`src/rtl/wl_mag_sqrt_pkg.sv`:
```
// Shared parameters and width helpers for the gradient-magnitude square-root pipeline.
package wl_mag_sqrt_pkg;

  localparam int SW_DEFAULT   = 16;
  localparam int OW_DEFAULT   = 8;
  localparam int TW_DEFAULT   = 2;
  localparam int OREG_DEFAULT = 1;

  // One root bit comes out per pair of radicand bits; the sum is SW+1 bits wide.
  function automatic int root_width(input int sw);
    return (sw + 2) / 2;
  endfunction

endpackage

```
`src/rtl/wl_sqrt_stage.sv`:
```
// One digit-by-digit square-root iteration with its valid/tag pipeline register.
module wl_sqrt_stage
  import wl_mag_sqrt_pkg::*;
#(
  parameter int RW    = 9,
  parameter int TW    = 2,
  parameter int STAGE = 0
) (
  input  logic            clk,
  input  logic            rst_b,
  input  logic            i_vld,
  input  logic [2*RW-1:0] i_rad,
  input  logic [RW+1:0]   i_rem,
  input  logic [RW-1:0]   i_root,
  input  logic [TW-1:0]   i_tag,
  output logic            o_vld,
  output logic [2*RW-1:0] o_rad,
  output logic [RW+1:0]   o_rem,
  output logic [RW-1:0]   o_root,
  output logic [TW-1:0]   o_tag
);

  logic            r_vld;
  logic [2*RW-1:0] r_rad;
  logic [RW+1:0]   r_rem;
  logic [RW-1:0]   r_root;
  logic [TW-1:0]   r_tag;

  logic [1:0]      w_pair;
  logic [RW+3:0]   w_acc;
  logic [RW+3:0]   w_sub;
  logic [RW+1:0]   w_acc_lo;
  logic [RW+1:0]   w_sub_lo;
  logic            w_ge;

  // The incoming remainder is always below 2^RW, so the low RW+2 bits hold the trial exactly.
  assign w_pair   = i_rad[2*(RW-1-STAGE) +: 2];
  assign w_acc    = {i_rem, w_pair};
  assign w_sub    = {2'b00, i_root, 2'b01};
  assign w_ge     = (w_acc >= w_sub);
  assign w_acc_lo = {i_rem[RW-1:0], w_pair};
  assign w_sub_lo = {i_root, 2'b01};

  always_ff @(posedge clk) begin
    if (!rst_b) begin
      r_vld  <= 1'b0;
      r_rad  <= '0;
      r_rem  <= '0;
      r_root <= '0;
      r_tag  <= '0;
    end else begin
      r_vld <= i_vld;
      if (i_vld) begin
        r_rad  <= i_rad;
        r_rem  <= w_ge ? (w_acc_lo - w_sub_lo) : w_acc_lo;
        r_root <= {i_root[RW-2:0], w_ge};
        r_tag  <= i_tag;
      end
    end
  end

  assign o_vld  = r_vld;
  assign o_rad  = r_rad;
  assign o_rem  = r_rem;
  assign o_root = r_root;
  assign o_tag  = r_tag;

endmodule

```
`src/rtl/wl_mag_sqrt.sv`:
```
// Gradient magnitude: floor(sqrt(gx^2 + gy^2)) with saturation, fully pipelined, tag aligned.
module wl_mag_sqrt
  import wl_mag_sqrt_pkg::*;
#(
  parameter int SW   = SW_DEFAULT,
  parameter int OW   = OW_DEFAULT,
  parameter int TW   = TW_DEFAULT,
  parameter int OREG = OREG_DEFAULT
) (
  input  logic            clk,
  input  logic            rst_b,
  input  logic            din_vld,
  input  logic [2*SW-1:0] din,
  input  logic [TW-1:0]   tag_in,
  output logic            dout_vld,
  output logic [OW-1:0]   dout,
  output logic            dsat,
  output logic [TW-1:0]   tag_out
);

  localparam int RW = root_width(SW);

  logic            r_vld0;
  logic [SW:0]     r_sum;
  logic [TW-1:0]   r_tag0;

  logic            w_vld  [RW+1];
  logic [2*RW-1:0] w_rad  [RW+1];
  logic [RW+1:0]   w_rem  [RW+1];
  logic [RW-1:0]   w_root [RW+1];
  logic [TW-1:0]   w_tag  [RW+1];

  logic [OW-1:0]   w_mag;
  logic            w_sat;

  always_ff @(posedge clk) begin
    if (!rst_b) begin
      r_vld0 <= 1'b0;
      r_sum  <= '0;
      r_tag0 <= '0;
    end else begin
      r_vld0 <= din_vld;
      if (din_vld) begin
        r_sum  <= {1'b0, din[SW-1:0]} + {1'b0, din[2*SW-1:SW]};
        r_tag0 <= tag_in;
      end
    end
  end

  assign w_vld[0]  = r_vld0;
  assign w_rad[0]  = (2*RW)'(r_sum);
  assign w_rem[0]  = '0;
  assign w_root[0] = '0;
  assign w_tag[0]  = r_tag0;

  for (genvar k = 0; k < RW; k++) begin : g_stage
    wl_sqrt_stage #(
      .RW   (RW),
      .TW   (TW),
      .STAGE(k)
    ) u_stage (
      .clk   (clk),
      .rst_b (rst_b),
      .i_vld (w_vld[k]),
      .i_rad (w_rad[k]),
      .i_rem (w_rem[k]),
      .i_root(w_root[k]),
      .i_tag (w_tag[k]),
      .o_vld (w_vld[k+1]),
      .o_rad (w_rad[k+1]),
      .o_rem (w_rem[k+1]),
      .o_root(w_root[k+1]),
      .o_tag (w_tag[k+1])
    );
  end

  // A root wider than the output can only overflow when OW < RW.
  if (OW < RW) begin : g_clamp
    assign w_sat = |w_root[RW][RW-1:OW];
    assign w_mag = w_sat ? {OW{1'b1}} : w_root[RW][OW-1:0];
  end else begin : g_noclamp
    assign w_sat = 1'b0;
    assign w_mag = OW'(w_root[RW]);
  end

  if (OREG != 0) begin : g_oreg
    logic            r_dout_vld;
    logic [OW-1:0]   r_dout;
    logic            r_dsat;
    logic [TW-1:0]   r_tag_out;

    always_ff @(posedge clk) begin
      if (!rst_b) begin
        r_dout_vld <= 1'b0;
        r_dout     <= '0;
        r_dsat     <= 1'b0;
        r_tag_out  <= '0;
      end else begin
        r_dout_vld <= w_vld[RW];
        if (w_vld[RW]) begin
          r_dout    <= w_mag;
          r_dsat    <= w_sat;
          r_tag_out <= w_tag[RW];
        end
      end
    end

    assign dout_vld = r_dout_vld;
    assign dout     = r_dout;
    assign dsat     = r_dsat;
    assign tag_out  = r_tag_out;
  end else begin : g_nooreg
    // Stage data only advances on valid, so the last stage already holds its value.
    assign dout_vld = w_vld[RW];
    assign dout     = w_mag;
    assign dsat     = w_sat;
    assign tag_out  = w_tag[RW];
  end

endmodule

```
`config.mk`:
```
export PLATFORM = sky130hd
export DESIGN_NAME = wl_mag_sqrt
export DESIGN_NICKNAME = d
export VERILOG_FILES = /design/src/rtl/wl_mag_sqrt_pkg.sv /design/src/rtl/wl_sqrt_stage.sv /design/src/rtl/wl_mag_sqrt.sv
export SDC_FILE = /design/constraint.sdc
export NUM_CORES = 1
export LEC_CHECK = 0
export CAP_MARGIN = 20
export CORE_MARGIN = 3
export CORE_UTILIZATION = 57
export DETAILED_ROUTE_END_ITERATION = 8
export PLACE_DENSITY = 0.85
export SYNTH_ARGS = -nofsm -noshare
export SYNTH_HDL_FRONTEND = slang
export SYNTH_SLANG_ARGS = --single-unit
```
`constraint.sdc`:
```
create_clock -name clk -period 2.8 [get_ports clk]
set_clock_uncertainty 0.15 [all_clocks]
set_input_delay 0.56 -clock clk [delete_from_list [all_inputs] [get_ports clk]]
set_output_delay 0.56 -clock clk [all_outputs]
set_load 0.005 [all_outputs]
```
==> impl_metrics.ini, run 1 <==
[clocking]
path_clk_slew_ns = 0.06
clockBufferDepth = 3
htree_levels = 1
root_buffer = clkbuf_16
cts_tree = built
cts_hold_buf = 0
numCtsBuffers = 26
cts_sinks = 248
clock_latency_ns = 0.52

[floorplanning]
coreArea_mm2 = 0.02109
die_area_mm2 = 0.02332
io_pins = 49
num_rows = 53
die_w_um = 152.7
dieHeight_um = 152.7
start_util = 0.5819

[layout]
final_cell_mix = dfxtp_1, mux2i_1, nor2b_1
areaGrowthSynthToFinish_pct = 14.92
nets = 1466
antenna_cells = 0
finalInstanceArea_mm2 = 0.01410
final_common_cell = dfxtp_1
fillCellCount = 1602
layout-drive-gt1-share = 0.07469

[synthesis]
synth_top_cell_area_share = 0.4046
seq_area_frac_synth = 0.4046
syn-num-nets = 1421
synthTopCellsByArea = dfxtp_1, mux2i_1, nor2b_1
synth_area_mm2 = 0.01227
synthArstFlopShare = 0
synth-seq-cells = 248
syn_inst = 1317
synthFlopType = dfxtp_1
post-synth-top-area-cell = dfxtp_1
syn_area_per_cell_um2 = 9.317
synth-edff-count = 0
synth_cell_type_count = 63
ys_warn_count = 0

[flow_run]
cap_viol_max_count = 0

[sta]
setup_viol = 0
clock.fmax_ghz = 0.3791
fin_crit_sh = 0.9421
slew_headroom = 0.5431
layout_min_cycle_time_ns = 2.638
hold_viol = 0
tns_ns = 0
tightest_slew_ns = 0.6844
drv_slew = 0

[drt]
wl_per_cell_um = 14.54
vias_per_cell = 5.597
wl_met2_um = 11990
routed-via-count = 9257
dr.pass1.iters = 5
ant_nets = 0
met3_length_um = 781
drt_iter0_drc = 515
finalWirelength_um = 24060
met1_length_um = 10860
drc_errors = 0
highest_layer = met4

[worst_hold_path]
hold_end = g_stage[7].u_stage.o_rem[7]
hold_path_depth = 2
hold_start = g_stage[7].u_stage.o_rem[7]
hp-class = reg -> reg

[setup_path]
critPathRequiredTime_ns = 3.11
crit_chain = inv_1 > ha_1 > or3_1 > o22ai_2 > o221ai_1 > nor2b_1 > buf_4 > mux2_2 > o21ai_0
max_stage_delay_ns = 0.41
worstReg2RegEnd = g_stage[7].u_stage.o_rem[1]
crit_slowest_cell = dfxtp_1
critical_path_class = reg -> reg
reg2reg_depth = 9
r2r_setup_slack_ns = 0.16
r2r_start = g_stage[6].u_stage.o_root[2]
worstPathMaxFanout = 10
crit_path_end_kind = flip-flop
arrival_ns = 2.95
worst_setup_path_start_kind = flip-flop

[pwr]
netSwitchingPower_uw = 1774
power_uw = 8024
pwr-share-seq = 0.452
swShare = 0.2210
power.density_mw_per_mm2 = 569.1
peakVddDrop_mv = 0.4046
p_clk_frac = 0.464
p_comb_frac = 0.085
leakage_uw = 0.005349
power.internal_uw = 6251

[global_routing]
grt_max_degree = 73
antenna_found_initial = 0
grt.total_usage = 0.2026
grt_first_pass_wirelength_um = 42100
grt_pass1_vias = 9119
gr-total-overflow = 0

[placement]
placed_cell_area_mm2 = 0.01314
dp_hpwl_um = 16770
gp_congestion = 0.8925
numPortBuffers = 48

[run_status]
status = complete, no violations
[timing repair]
action                                 in CTS  in global routing
endpoints found under the hold margin       0                  0
buffers inserted                            0                  0
setup endpoints to repair                   0                 13
gates resized for setup                     0                  3
[Yosys cell counts, types with 13 or more instances]
master / n
dfxtp_1: 248
mux2i_1: 160
nor2b_1: 157
o21ai_0: 88
a21oi_1: 79
inv_1: 72
ha_1: 66
clkbuf_1: 64
nor2_1: 44
nand2_1: 41
xnor2_1: 25
nand3b_1: 18
nor3_1: 17
nand3_1: 15
o21a_1: 15
xor2_1: 14
a21o_1: 13
or3_1: 13
[routing by layer]
layer,vias up,GRT usage
li1,4745,-
met1,4334,0.2542
met2,141,0.3692
met3,37,0.02471
met4,0,0.05176
met5,-,0
[stage by stage]
step	setup slack (ns)	utilization	hold WS [ns]	std cells
6_report	0.1621	0.6687	0.3065	1654
5_1_grt	-0.02827	0.6687	0.3302	1654
4_1_cts	0.08062	0.6679	0.3115	1654
3_5_place_dp	-0.4274	0.6229	0.2972	1609
3_3_place_gp	-0.3344	0.6229	0.2877	1609
2_1_floorplan	0.1267	-	0.2748	1317
[sequential cells by signal, indices dropped and copies added, names as in the netlist]
signal and flops:
g_stage.u_stage.o_rad 72, g_stage.u_stage.o_rem 72, g_stage.u_stage.o_root 45, g_stage.u_stage.o_tag 18, r_sum 17, g_stage.u_stage.o_vld 9
dout 8, r_tag0 2, tag_out 2, dout_vld 1, dsat 1, r_vld0 1
[power by group through the flow]
stage	combinational, µW	clock [µW]	sequential [µW]
2_1_floorplan	495	0	3690
3_3_place_gp	651	0	3700
3_5_place_dp	668	0	3700
4_1_cts	676	3780	3620
5_1_grt	759	3910	3630
6_report	679	3720	3620
[cell families (layout without fill, tap and decap cells)]
group                    after synthesis  in the layout  synth area share
AND/OR/NAND/NOR                      370            370            0.1746
AO/OA/AOI/OAI                        287            287            0.1468
flip-flops                           248            248            0.4046
multiplexers                         162            162            0.1324
buffers and inverters                144            206           0.04487
adder cells (fa/ha/maj)               67             67           0.06893
XOR/XNOR                              39             39           0.02784
[area by class of cell]
class | count | area [µm²] | share of cell area
multi-input combinational | 925 | 6773 | 0.4803
sequential | 248 | 4965 | 0.3521
timing repair buffer | 89 | 802.0 | 0.05688
clock buffer | 34 | 740.7 | 0.05253
tap | 275 | 344.1 | 0.02440
inverter | 72 | 270.3 | 0.01917
clock inverter | 11 | 206.4 | 0.01464
[worst max path at each step]
| stage | from | endpoint | slack (ns) | depth (start not counted) |
|---|---|---|---|---|
| floorplan | din[0] | r_sum[14] | 0.13 | 8 |
| global placement | din[0] | r_sum[16] | -0.33 | 10 |
| detailed placement | din[0] | r_sum[16] | -0.43 | 10 |
| CTS | g_stage[6].u_stage.o_root[2] | g_stage[7].u_stage.o_rem[1] | 0.08 | 9 |
| global route | g_stage[6].u_stage.o_root[2] | g_stage[7].u_stage.o_rem[7] | -0.03 | 10 |
| finish | g_stage[6].u_stage.o_root[2] | g_stage[7].u_stage.o_rem[1] | 0.16 | 9 |
[worst max-delay path: cells and delay by family (launching register included)]
kind / cells / cell delay, ns
AO/OA/AOI/OAI: 3 / 0.61
adder cells (fa/ha/maj): 1 / 0.24
buffers and inverters: 2 / 0.28
flip-flops: 1 / 0.41
multiplexers: 1 / 0.36
AND/OR/NAND/NOR: 2 / 0.52
Power figures use the tool's default switching activity.
==> run 2, diff against run 1 <==
- CORE_MARGIN: 3 -> 8
- CTS_BUF_LIST: unset -> sky130_fd_sc_hd__clkbuf_8
==> impl_metrics.ini, run 2 (synthesis results as in run 1) <==
[run_status]
status = complete, no violations

[setup_path]
critical_path_class = reg -> reg
crit_slowest_cell = or3_1
critPathRequiredTime_ns = 3.13
worstPathMaxFanout = 12
crit_start = g_stage[6].u_stage.o_root[1]
max_stage_delay_ns = 0.40
crit_path_end_kind = flip-flop
crit_chain = inv_1 > ha_1 > or3_1 > o22ai_2 > o221ai_1 > nor2b_1 > buf_4 > mux2_2 > o21ai_0
worst-path-buf-inv = 2
worst_setup_path_start_kind = flip-flop
cp_top_family = simple AND/OR/NAND/NOR gates
r2r_start = g_stage[6].u_stage.o_root[1]
arrival_ns = 2.99

[flow_run]
cap_viol_max_count = 0

[drt]
wl_per_cell_um = 14.08
finalWirelength_um = 23640
drc_errors = 0
ant_nets = 0
drt_iter0_drc = 380
routed-via-count = 9385
dr.pass1.iters = 6
vias_per_cell = 5.590

[clocking]
clockBufferDepth = 3
root_buffer = clkbuf_8
htree_levels = 2
path_clk_slew_ns = 0.06
clock_latency_ns = 0.55
cts_sinks = 248
cts-resized-gates = 0
numCtsBuffers = 41
cts_setup_buffers = 0
cts_tree = built
cts_hold_buf = 0

[pwr]
power.internal_uw = 5613
power.density_mw_per_mm2 = 531.4
p_comb_frac = 0.090
netSwitchingPower_uw = 1797
swShare = 0.2425
peakVddDrop_mv = 0.2603
leakage_uw = 0.005335
p_clk_frac = 0.420
pwr-share-seq = 0.489

[layout]
layout-drive-gt1-share = 0.08262
nets = 1477
final_common_cell = dfxtp_1
final_cell_mix = dfxtp_1, mux2i_1, nor2b_1
antenna_cells = 0
areaGrowthSynthToFinish_pct = 13.63
fin_util = 0.6612

[global_routing]
grt_max_degree = 89
grt_first_pass_wirelength_um = 41220
antenna_found_initial = 0
gr-total-overflow = 0
grt_pass1_vias = 9318
grt.total_usage = 0.1776

[placement]
numPortBuffers = 48
gp_congestion = 0.8691
dp_hpwl_um = 16660
pre_cts_ws_ns = -0.3367

[floorplanning]
dieHeight_um = 162.7
num_rows = 53
die_area_mm2 = 0.02648
io_pins = 49
die_w_um = 162.7
coreArea_mm2 = 0.02109
start_util = 0.5819

[sta]
layout_min_cycle_time_ns = 2.655
fin_crit_sh = 0.9483
setup_viol = 0
tightest_slew_ns = 0.6740
drv_slew = 0
fin_ws_ns = 0.1449
slew_headroom = 0.5501
clock.fmax_ghz = 0.3766
hold_viol = 0

[worst_hold_path]
hp-class = reg -> reg
hold_start = g_stage[6].u_stage.o_rem[10]
==> run 2: cell type report <==
type | instances | area [µm²]
fill | 1622 | 7144
clock inverter | 22 | 115.1
clock buffer | 52 | 715.7
inverter | 72 | 270.3
tap | 275 | 344.1
sequential | 248 | 4965
multi-input combinational | 925 | 6761
timing repair buffer | 85 | 772.0
==> run 2: through the flow <==
stage | instances | instance area [µm²] | TNS [ns] | hold WS [ns] | total power (µW)
detailed placement | 1605 | 13110 | -2.141 | 0.2896 | 4363
floorplan | 1317 | 12270 | 0 | 0.2748 | 4181
finish | 1679 | 13940 | 0 | 0.3030 | 7410
CTS | 1679 | 13940 | 0 | 0.3031 | 7474
global route | 1679 | 13940 | -0.01544 | 0.3251 | 7722
global placement | 1605 | 13110 | -1.537 | 0.2850 | 4345
==> run 2: metal layers <==
metal / track usage / up-vias / wire length (µm)
met5: 0 / - / 0
met4: 0.06672 / 0 / 668
met3: 0.03210 / 68 / 876
met2: 0.3178 / 184 / 11640
met1: 0.2072 / 4367 / 10450
li1: - / 4766 / -
==> run 2: final timing paths <==
path | endpoint | slack, ns | cells past startpoint
hold / removal | g_stage[6].u_stage.o_rem[10] | 0.30 | 1
hold reg to reg | g_stage[6].u_stage.o_rem[10] | 0.30 | 1
setup reg to reg | g_stage[7].u_stage.o_rem[1] | 0.14 | 9
setup / recovery | g_stage[7].u_stage.o_rem[1] | 0.14 | 9
==> run 2: worst reg2reg max path, delay by kind of cell (launching register included) <==
family / cells / cell delay [ns]
and+or+nand+nor: 2 / 0.58
buffers and inverters: 2 / 0.32
AOI/OAI and AO/OA: 3 / 0.56
adders and majority gates: 1 / 0.24
DFF: 1 / 0.38
muxes: 1 / 0.36
==> run 2: power groups by stage <==
| stage | Clock [µW] | Sequential (µW) | Combinational, µW |
|---|---|---|---|
| floorplan | 0 | 3690 | 495 |
| global placement | 0 | 3700 | 646 |
| detailed placement | 0 | 3700 | 661 |
| CTS | 3180 | 3630 | 668 |
| global route | 3350 | 3630 | 742 |
| finish | 3120 | 3630 | 669 |
==> run 3, diff against run 2 <==
- CAP_MARGIN: 20 -> unset
==> results of run 3 <==
Same layout as run 2: the final DEF is identical, and so are final timing and power.
